**src/rtl/vga_timing_gen.sv**
```systemverilog
// Parametrised raster timing generator: pixel prescaler, h/v counters, sync/blank
// decode, line/frame strobes and a look-ahead fetch coordinate, all registered.
module vga_timing_gen #(
  parameter int unsigned CLK_DIV  = 2,
  parameter int unsigned H_ACTIVE = 640,
  parameter int unsigned H_FP     = 16,
  parameter int unsigned H_SYNC   = 96,
  parameter int unsigned H_BP     = 48,
  parameter int unsigned V_ACTIVE = 480,
  parameter int unsigned V_FP     = 10,
  parameter int unsigned V_SYNC   = 2,
  parameter int unsigned V_BP     = 29,
  parameter int unsigned HS_POL   = 0,
  parameter int unsigned VS_POL   = 0,
  parameter int unsigned LEAD     = 4,
  parameter int unsigned COORD_W  = 10
) (
  input  logic               CLOCK_50,
  input  logic               reset,
  input  logic               run,
  output logic               pix_en,
  output logic               HS,
  output logic               VS,
  output logic               blank,
  output logic [COORD_W-1:0] row,
  output logic [COORD_W-1:0] col,
  output logic               line_start,
  output logic               frame_start,
  output logic               fetch_en,
  output logic [COORD_W-1:0] fetch_row,
  output logic [COORD_W-1:0] fetch_col
);

  localparam int unsigned H_TOTAL = H_ACTIVE + H_FP + H_SYNC + H_BP;
  localparam int unsigned V_TOTAL = V_ACTIVE + V_FP + V_SYNC + V_BP;
  localparam int unsigned DIV_W   = (CLK_DIV > 1) ? $clog2(CLK_DIV) : 1;
  localparam int unsigned EXT_W   = COORD_W + 1;
  localparam logic        HS_ON   = 1'(HS_POL);
  localparam logic        VS_ON   = 1'(VS_POL);

  logic [DIV_W-1:0]   r_div_cnt;
  logic [COORD_W-1:0] r_h_cnt;
  logic [COORD_W-1:0] r_v_cnt;

  logic               w_pe;
  logic               w_h_last;
  logic               w_v_last;
  logic [EXT_W-1:0]   w_h_ext;
  logic [EXT_W-1:0]   w_v_ext;
  logic               w_hs_act;
  logic               w_vs_act;
  logic               w_blank;
  logic [EXT_W-1:0]   w_fh_sum;
  logic               w_fh_wrap;
  logic [COORD_W-1:0] w_fh;
  logic [COORD_W-1:0] w_fv;
  logic               w_fetch_vis;

  assign w_pe     = (r_div_cnt == DIV_W'(CLK_DIV - 1));
  assign w_h_last = (r_h_cnt == COORD_W'(H_TOTAL - 1));
  assign w_v_last = (r_v_cnt == COORD_W'(V_TOTAL - 1));

  // Decode in one extra bit so region bounds equal to 2**COORD_W still compare correctly.
  assign w_h_ext  = {1'b0, r_h_cnt};
  assign w_v_ext  = {1'b0, r_v_cnt};
  assign w_hs_act = (w_h_ext >= EXT_W'(H_ACTIVE + H_FP)) &&
                    (w_h_ext <  EXT_W'(H_ACTIVE + H_FP + H_SYNC));
  assign w_vs_act = (w_v_ext >= EXT_W'(V_ACTIVE + V_FP)) &&
                    (w_v_ext <  EXT_W'(V_ACTIVE + V_FP + V_SYNC));
  assign w_blank  = (w_h_ext >= EXT_W'(H_ACTIVE)) || (w_v_ext >= EXT_W'(V_ACTIVE));

  // Look-ahead coordinate; LEAD < H_TOTAL so a single wrap step is enough.
  assign w_fh_sum  = w_h_ext + EXT_W'(LEAD);
  assign w_fh_wrap = (w_fh_sum >= EXT_W'(H_TOTAL));
  assign w_fh      = w_fh_wrap ? COORD_W'(w_fh_sum - EXT_W'(H_TOTAL)) : COORD_W'(w_fh_sum);
  assign w_fv      = !w_fh_wrap ? r_v_cnt :
                     (w_v_last ? '0 : r_v_cnt + COORD_W'(1));
  assign w_fetch_vis = ({1'b0, w_fh} < EXT_W'(H_ACTIVE)) &&
                       ({1'b0, w_fv} < EXT_W'(V_ACTIVE));

  // Prescaler and raster counters; held at the origin while stopped.
  always_ff @(posedge CLOCK_50) begin
    if (reset || !run) begin
      r_div_cnt <= '0;
      r_h_cnt   <= '0;
      r_v_cnt   <= '0;
    end else begin
      r_div_cnt <= w_pe ? '0 : r_div_cnt + DIV_W'(1);
      if (w_pe) begin
        r_h_cnt <= w_h_last ? '0 : r_h_cnt + COORD_W'(1);
        if (w_h_last) begin
          r_v_cnt <= w_v_last ? '0 : r_v_cnt + COORD_W'(1);
        end
      end
    end
  end

  // Registered outputs: one cycle behind the counter state they decode.
  always_ff @(posedge CLOCK_50) begin
    if (reset || !run) begin
      pix_en      <= 1'b0;
      HS          <= ~HS_ON;
      VS          <= ~VS_ON;
      blank       <= 1'b1;
      row         <= '0;
      col         <= '0;
      line_start  <= 1'b0;
      frame_start <= 1'b0;
      fetch_en    <= 1'b0;
      fetch_row   <= '0;
      fetch_col   <= '0;
    end else begin
      pix_en      <= w_pe;
      HS          <= w_hs_act ? HS_ON : ~HS_ON;
      VS          <= w_vs_act ? VS_ON : ~VS_ON;
      blank       <= w_blank;
      row         <= r_v_cnt;
      col         <= r_h_cnt;
      line_start  <= w_pe && (r_h_cnt == '0);
      frame_start <= w_pe && (r_h_cnt == '0) && (r_v_cnt == '0);
      fetch_en    <= w_pe && w_fetch_vis;
      fetch_row   <= w_fv;
      fetch_col   <= w_fh;
    end
  end

endmodule

```
**config.mk**
```make
export PLATFORM = sky130hd
export DESIGN_NAME = vga_timing_gen
export DESIGN_NICKNAME = d
export VERILOG_FILES = /design/src/rtl/vga_timing_gen.sv
export SDC_FILE = /design/constraint.sdc
export NUM_CORES = 1
export LEC_CHECK = 0
export CORE_AREA = 2 2 92 76
export CTS_CLUSTER_DIAMETER = 30
export DETAILED_ROUTE_END_ITERATION = 7
export DIE_AREA = 0 0 94 78
export GPL_TIMING_DRIVEN = 0
export PLACE_DENSITY = 0.71
export SETUP_SLACK_MARGIN = 0.5
export SLEW_MARGIN = 30
export SYNTH_ARGS = -nofsm -noshare
export SYNTH_HDL_FRONTEND = slang
export SYNTH_SLANG_ARGS = --single-unit
export TNS_END_PERCENT = 20
```
**constraint.sdc**
```tcl
create_clock -name CLOCK_50 -period 2.3 [get_ports CLOCK_50]
set_input_delay 0.69 -clock CLOCK_50 [delete_from_list [all_inputs] [get_ports CLOCK_50]]
set_output_delay 0.69 -clock CLOCK_50 [all_outputs]
set_load 0.02 [all_outputs]
```
==> key figures, run 1 <==
Run status
  – Status: finished with violations
  – Failing checks: setup timing

Cells and area
  – Antenna cells: 0
  – Layout cells sized above 1: 0.2217
  – Area grow syn2layout: 46.61%
  – Non-Filler Instances: 517
  – Nets: 439

Route
  – Per-cell routed wire length: 15.47 um
  – Initial DRC Count: 233
  – Drt total wl: 7.999 mm
  – Total number of vias: 2728
  – Drt pass-1 iters: 4
  – DRC Markers: 0
  – Number of routed nets with antenna violations: 0
  – Vias per inst: 5.277

CTS
  – Clk_lat worst skew: 350 ps
  – TritonCTS Buffers: 9
  – H-tree depth: 3
  – Clock sinks: 66
  – Clock Path Buffers: 2
  – CTS clk-pin slew, worst paths: 70 ps
  – CTS root buf: clkbuf_8
  – TritonCTS clock tree: yes

STA
  – Slew Viols, Final: 0
  – Max-slew headroom: 0.6382
  – Final hold vios: 0
  – RSZ-0062 raised after global routing: true
  – Final setup margin: -62.14 ps
  – # setup viols final: 5
  – Clock Skew: 11.49 ps
  – Worst hold margin: 533.2 ps
  – Setup TNS: -141.5 ps
  – Final min period: 2362 ps
  – Maximum clock frequency: 423.3 MHz
  – Worst-margin pin slew: 542.7 ps
  – Fin crit share: 1.027

Run
  – # Max-Cap Violations: 0

Floorplan
  – Die Wd: 94 um
  – IO Pins: 50
  – Initial core utilization: 0.4625
  – Die height: 78 um
  – Die ar.: 0.007332 mm^2
  – Core ar.: 0.006344 mm^2
  – Rows: 26

Critical path
  – Most used cell, CP: ha_4
  – Slowest cell on crit path: dfxtp_4
  – CP delay by family, top: compound AO/OA/AOI/OAI gates
  – Crit path required time: 2520 ps
  – Crit Path Max Fanout: 6
  – Critical path type: register to register
  – Critical path, cell by cell: ha_4 > buf_8 > nand3_4 > xor2_4 > ha_4 > nand2_2 > nor3_4 > o22ai_4 > o21ai_4 > buf_6 > nor2_1 > o32ai_2 > a211oi_2
  – Delay of the slowest critical-path stage: 360 ps
  – Crit. End Element: register
  – Number of cells on the critical path: 13
  – CP Launch Type: register
  – Buf+Inv Stages, Crit Path: 2
  – Worst R2R Path Depth: 13
  – Critical Path AT: 2580 ps

Placed design
  – GPL Wtd Cong: 0.8972
  – IO buf count: 49
  – DP Cell Count: 478
  – Detailed placement HPWL: 4.991 mm

Yosys
  – Seq cells post-synth: 66
  – Cell variety after synth: 51
  – Synth cell count leaders: dfxtp_1 (66), nor2_1 (55), nand2_1 (24), a21oi_1 (19), o21ai_0 (19)
  – Yosys top cell area share: 0.4503
  – Main synth FF type: dfxtp_1
  – Mapped Nets: 356
  – Synth top area cells: dfxtp_1 (45%), nor2_1 (7.0%), and2_1 (3.6%)
  – Most common cell in the netlist: dfxtp_1
  – Mapped Cells: 345
  – Cell taking the most area after synthesis: dfxtp_1
  – Asr flop ratio synth: 0
  – Post-synth EDFFs: 0
  – Post-synthesis area per instance: 8.505 um^2
  – Seq/Total Area, Yosys: 0.4503
  – Synth warnings: 0
  – Cell Area, Synth: 0.002934 mm^2

Global route
  – First-pass GRT wire length: 12.53 mm
  – Largest net degree at the start of global routing: 11
  – All-Layer GR Usage: 0.2238
  – Vias in the first global route: 2502
  – Total grt overflow: 0
  – Initial antenna violation count: 0

Power and ir drop
  – P_leak: 2.347 nW
  – Max VDD drop: 0.0003630 V
  – Total power: 2.261 mW
  – Pwr dens: 525.7 mW/mm^2

Min path
  – Hold Crit Class: register to register
  – Hold path cells: 2
[per-layer routing]
metal | global-route usage | vias to the layer above | wire, um
met5 | 0 | - | 0
met4 | 0.1043 | 0 | 214
met3 | 0.06893 | 21 | 587
met2 | 0.3179 | 104 | 3537
met1 | 0.3082 | 1252 | 3660
li1 | - | 1351 | -
[worst register-to-register path, cell delays in order, from the launching register on]
cell and delay [ps]:
dfxtp_4 360, ha_4 160, buf_8 120, nand3_4 110
xor2_4 190, ha_4 190, nand2_2 70, nor3_4 180
o22ai_4 130, o21ai_4 240, buf_6 170, nor2_1 70
o32ai_2 130, a211oi_2 120
[cells in the final DEF (no fill, tap or decap), types with 5 or more instances in the layout]
cell / netlist / final
a21oi_1: 19 / 18
and2_1: 17 / 17
and3_1: 10 / 10
buf_2: 13 / 7
buf_4: 2 / 23
buf_6: 1 / 11
clkbuf_1: 10 / 9
clkbuf_8: 0 / 13
dfxtp_1: 66 / 61
dlymetal6s2s_1: 0 / 45
ha_1: 8 / 6
inv_1: 8 / 8
nand2_1: 24 / 21
nand3_1: 10 / 9
nand4_1: 6 / 6
nor2_1: 55 / 52
o21ai_0: 19 / 10
o21ai_1: 1 / 5
o21ai_2: 1 / 5
o31ai_1: 5 / 5
xnor2_1: 11 / 10
[state kept, by name, indices dropped and copies added (netlist names)]
| register | count |
|---|---|
| frame_start | 1 |
| line_start | 1 |
| fetch_col | 8 |
| VS | 1 |
| fetch_row | 10 |
| r_div_cnt | 1 |
| col | 10 |
| r_v_cnt | 10 |
| pix_en | 1 |
| fetch_en | 1 |
| r_h_cnt | 10 |
| HS | 1 |
| blank | 1 |
| row | 10 |
[what timing repair did]
action / 4_1_cts / 5_1_grt
pin swaps: 11 / 13
endpoints found under the setup margin: 89 / 90
hold buffers: 0 / 0
setup buffers: 19 / 2
gates resized for setup: 37 / 76
cloned: 2 / 0
[metrics by stage]
stage          utilization  setup slack (ps)  cell area [um^2]
2_1_floorplan            -             18.89              3007
3_3_place_gp        0.5679            -634.2              3602
3_5_place_dp        0.5679            -669.9              3602
4_1_cts             0.6481             37.53              4111
5_1_grt             0.6781            -160.7              4302
6_report            0.6781            -62.14              4302
[worst paths after layout]
kind / endpoint / start / slack (ps)
worst max-delay path: fetch_en / r_h_cnt[2] / -60
worst max register to register: fetch_en / r_h_cnt[2] / -60
worst min-delay path: row[1] / r_v_cnt[1] / 530
worst min register to register: row[1] / r_v_cnt[1] / 530
[final cells by class]
type / count / area, um^2
Clock inverter: 1 / 30.03
Fill cell: 521 / 2042
Inverter: 8 / 30.03
Clock buffer: 15 / 186.4
Tap cell: 84 / 105.1
Multi-Input combinational cell: 244 / 1648
Sequential cell: 66 / 1333
Buffer: 27 / 172.7
Timing Repair Buffer: 72 / 797.0
[power by group]
| group | total, mW | switching (mW) | leakage (nW) | internal, mW |
|---|---|---|---|---|
| clock | 1.04 | 0.423 | 0.110 | 0.620 |
| combinational | 0.0694 | 0.0421 | 1.70 | 0.0273 |
| sequential | 1.15 | 0.00254 | 0.536 | 1.15 |
[cells by family after synthesis]
group	Yosys count	share of synthesized area
multiplexers	2	0.006823
AO/OA/AOI/OAI	66	0.1433
adder cells (fa/ha/maj)	8	0.03412
XOR/XNOR	16	0.04776
flip-flops	66	0.4503
buffers and inverters	35	0.05544
AND/OR/NAND/NOR	152	0.2623
Note: power is estimated with default switching activity, not from simulation.
==> run 2: changes to the inputs <==
--- a/config.mk
+++ b/config.mk
@@ -5,10 +5,10 @@
 export SDC_FILE = /design/constraint.sdc
 export NUM_CORES = 1
 export LEC_CHECK = 0
-export CORE_AREA = 2 2 92 76
+export CORE_AREA = 5 5 95 79
 export CTS_CLUSTER_DIAMETER = 30
 export DETAILED_ROUTE_END_ITERATION = 7
-export DIE_AREA = 0 0 94 78
+export DIE_AREA = 0 0 100 84
 export GPL_TIMING_DRIVEN = 0
 export PLACE_DENSITY = 0.71
 export SETUP_SLACK_MARGIN = 0.5
==> key figures, run 2 (synthesized netlist as in run 1, its figures left out) <==
Cells and area
  – Area grow syn2layout: 41.36%
  – Fill count: 558
  – Layout cells sized above 1: 0.2283
  – Commonest cells after routing, fill and taps aside: dfxtp_1 (61), nor2_1 (54), dlygate4sd2_1 (45)
  – Leading cell type in the layout, fill and taps excluded: dfxtp_1
  – Non-Filler Instances: 525
  – Antenna cells: 0
  – Nets: 444

Route
  – Number of routed nets with antenna violations: 0
  – DRC Markers: 0
  – Drt pass-1 iters: 5
  – Per-cell routed wire length: 15.56 um
  – Drt total wl: 8.168 mm
  – Vias per inst: 5.392
  – Initial DRC Count: 299
  – Total number of vias: 2831

Critical path
  – CP Launch Type: register
  – Critical Path AT: 2570 ps
  – Crit Path Max Fanout: 6
  – Crit path required time: 2520 ps
  – Delay of the slowest critical-path stage: 410 ps
  – Critical path type: register to register
  – Worst R2R Path Depth: 12
  – Slowest cell on crit path: or4_4
  – Critical path, cell by cell: and3_1 > clkbuf_4 > xnor2_4 > ha_4 > nand2b_4 > a21oi_2 > o22ai_2 > o21ai_2 > buf_4 > or4_4 > o221ai_2 > a211oi_1
  – Crit. End Element: register

Power and ir drop
  – Sw power: 0.4785 mW
  – Flop pwr share: 0.521
  – Pwr dens: 530.7 mW/mm^2
  – Max VDD drop: 0.0004074 V
  – Internal Power: 1.723 mW
  – Clk pwr share: 0.449
  – P_leak: 1.770 nW
  – Sw Ratio: 0.2174
  – Gate power share: 0.029

STA
  – Final setup margin: -53.39 ps
  – Max-slew headroom: 0.6554
  – Clock Skew: 9.450 ps
  – Setup TNS: -53.39 ps
  – RSZ-0062 raised after global routing: true
  – Final hold vios: 0
  – Slew Viols, Final: 0
  – Final min period: 2353 ps
  – Maximum clock frequency: 424.9 MHz
  – Worst-margin pin slew: 516.9 ps
  – # setup viols final: 1
  – Fin crit share: 1.023

Floorplan
  – Initial core utilization: 0.4454
  – Die ar.: 0.008400 mm^2
  – Die height: 84 um
  – IO Pins: 50
  – Core ar.: 0.006588 mm^2
  – Rows: 27
  – Die Wd: 100 um

Global route
  – Vias in the first global route: 2530
  – All-Layer GR Usage: 0.1904
  – Initial antenna violation count: 0
  – First-pass GRT wire length: 12.74 mm
  – Largest net degree at the start of global routing: 12
  – Total grt overflow: 0

Placed design
  – GPL Wtd Cong: 0.8891
  – DP Worst Slack: -677.6 ps
  – DP Cell Count: 481
  – IO buf count: 49
  – Detailed placement HPWL: 5.052 mm

CTS
  – Clock Path Buffers: 2
  – TritonCTS Buffers: 9
  – Clk_lat worst skew: 340 ps
  – CTS root buf: clkbuf_8
  – H-tree depth: 3
  – CTS Hold Bufs: 0
  – Clock sinks: 66
  – TritonCTS clock tree: yes
  – CTS clk-pin slew, worst paths: 70 ps

Min path
  – Hold path cells: 2
  – Hold Crit Class: register to register

Run
  – # Max-Cap Violations: 0

Run status
  – Status: finished with violations
  – Failing checks: setup timing
## run 2: cell types whose count changed in the layout (fill, tap and decap cells not counted), moves of 3 or more
cell            previous run  this run
buf_6                     11         6
buf_4                     23        29
o21ai_0                   10        13
dlygate4sd2_1              0        45
clkinv_2                   0         3
dlymetal6s2s_1            45         0
o21ai_2                    5         1
## run 2: metal layers
layer  part of all wire  routed length (um)  GRT usage
met5                  0                   0          0
met4              0.030                 241    0.09058
met3              0.090                 734    0.04595
met2               0.43                3507     0.2653
met1               0.45                3685     0.2728
## run 2: worst max-delay path, delay by kind of cell (launching register included)
family | cells | cell delay, ps
and+or+nand+nor | 3 | 660
AOI/OAI and AO/OA | 5 | 500
DFF | 1 | 360
buffers and inverters | 2 | 350
adders and majority gates | 1 | 200
xor gates and xnor gates | 1 | 160
## run 2: what timing repair did
item / in CTS / in global routing
cloned: 0 / 1
pin swaps: 9 / 10
gates resized for setup: 66 / 33
buffers inserted: 12 / 15
setup endpoints to repair: 89 / 36
## run 2: area by class of cell
type	instances	area [um^2]	share of cell area
tap	87	108.9	0.02624
inverter	8	30.03	0.007240
clock buffer	11	151.4	0.03650
clock inverter	5	52.55	0.01267
multi-input combinational	244	1618	0.3900
buffer	27	190.2	0.04585
timing repair buffer	77	664.4	0.1602
sequential	66	1333	0.3213
## run 2: power by group through the flow
stage	clock network (mW)	logic [mW]	registers, mW
floorplan	0	0.0260	1.18
global placement	0	0.0555	1.17
detailed placement	0	0.0560	1.18
CTS	1.01	0.0570	1.15
global route	1.06	0.0691	1.15
finish	0.989	0.0647	1.15
## run 2: per-stage QoR
step	util	instance area (um^2)	power, mW	hold WS, ps
floorplan	-	3007	1.206	465.7
global placement	0.5474	3606	1.230	495.9
detailed placement	0.5474	3606	1.231	507.6
CTS	0.5932	3908	2.210	535.9
global route	0.6296	4148	2.273	579.1
finish	0.6296	4148	2.201	524.5
## run 2: worst paths after layout
| path | start | endpoint | slack, ps |
|---|---|---|---|
| max | r_h_cnt[4] | fetch_en | -50 |
| min | r_v_cnt[0] | r_v_cnt[0] | 520 |
| max reg2reg | r_h_cnt[4] | fetch_en | -50 |
| min reg2reg | r_v_cnt[0] | r_v_cnt[0] | 520 |
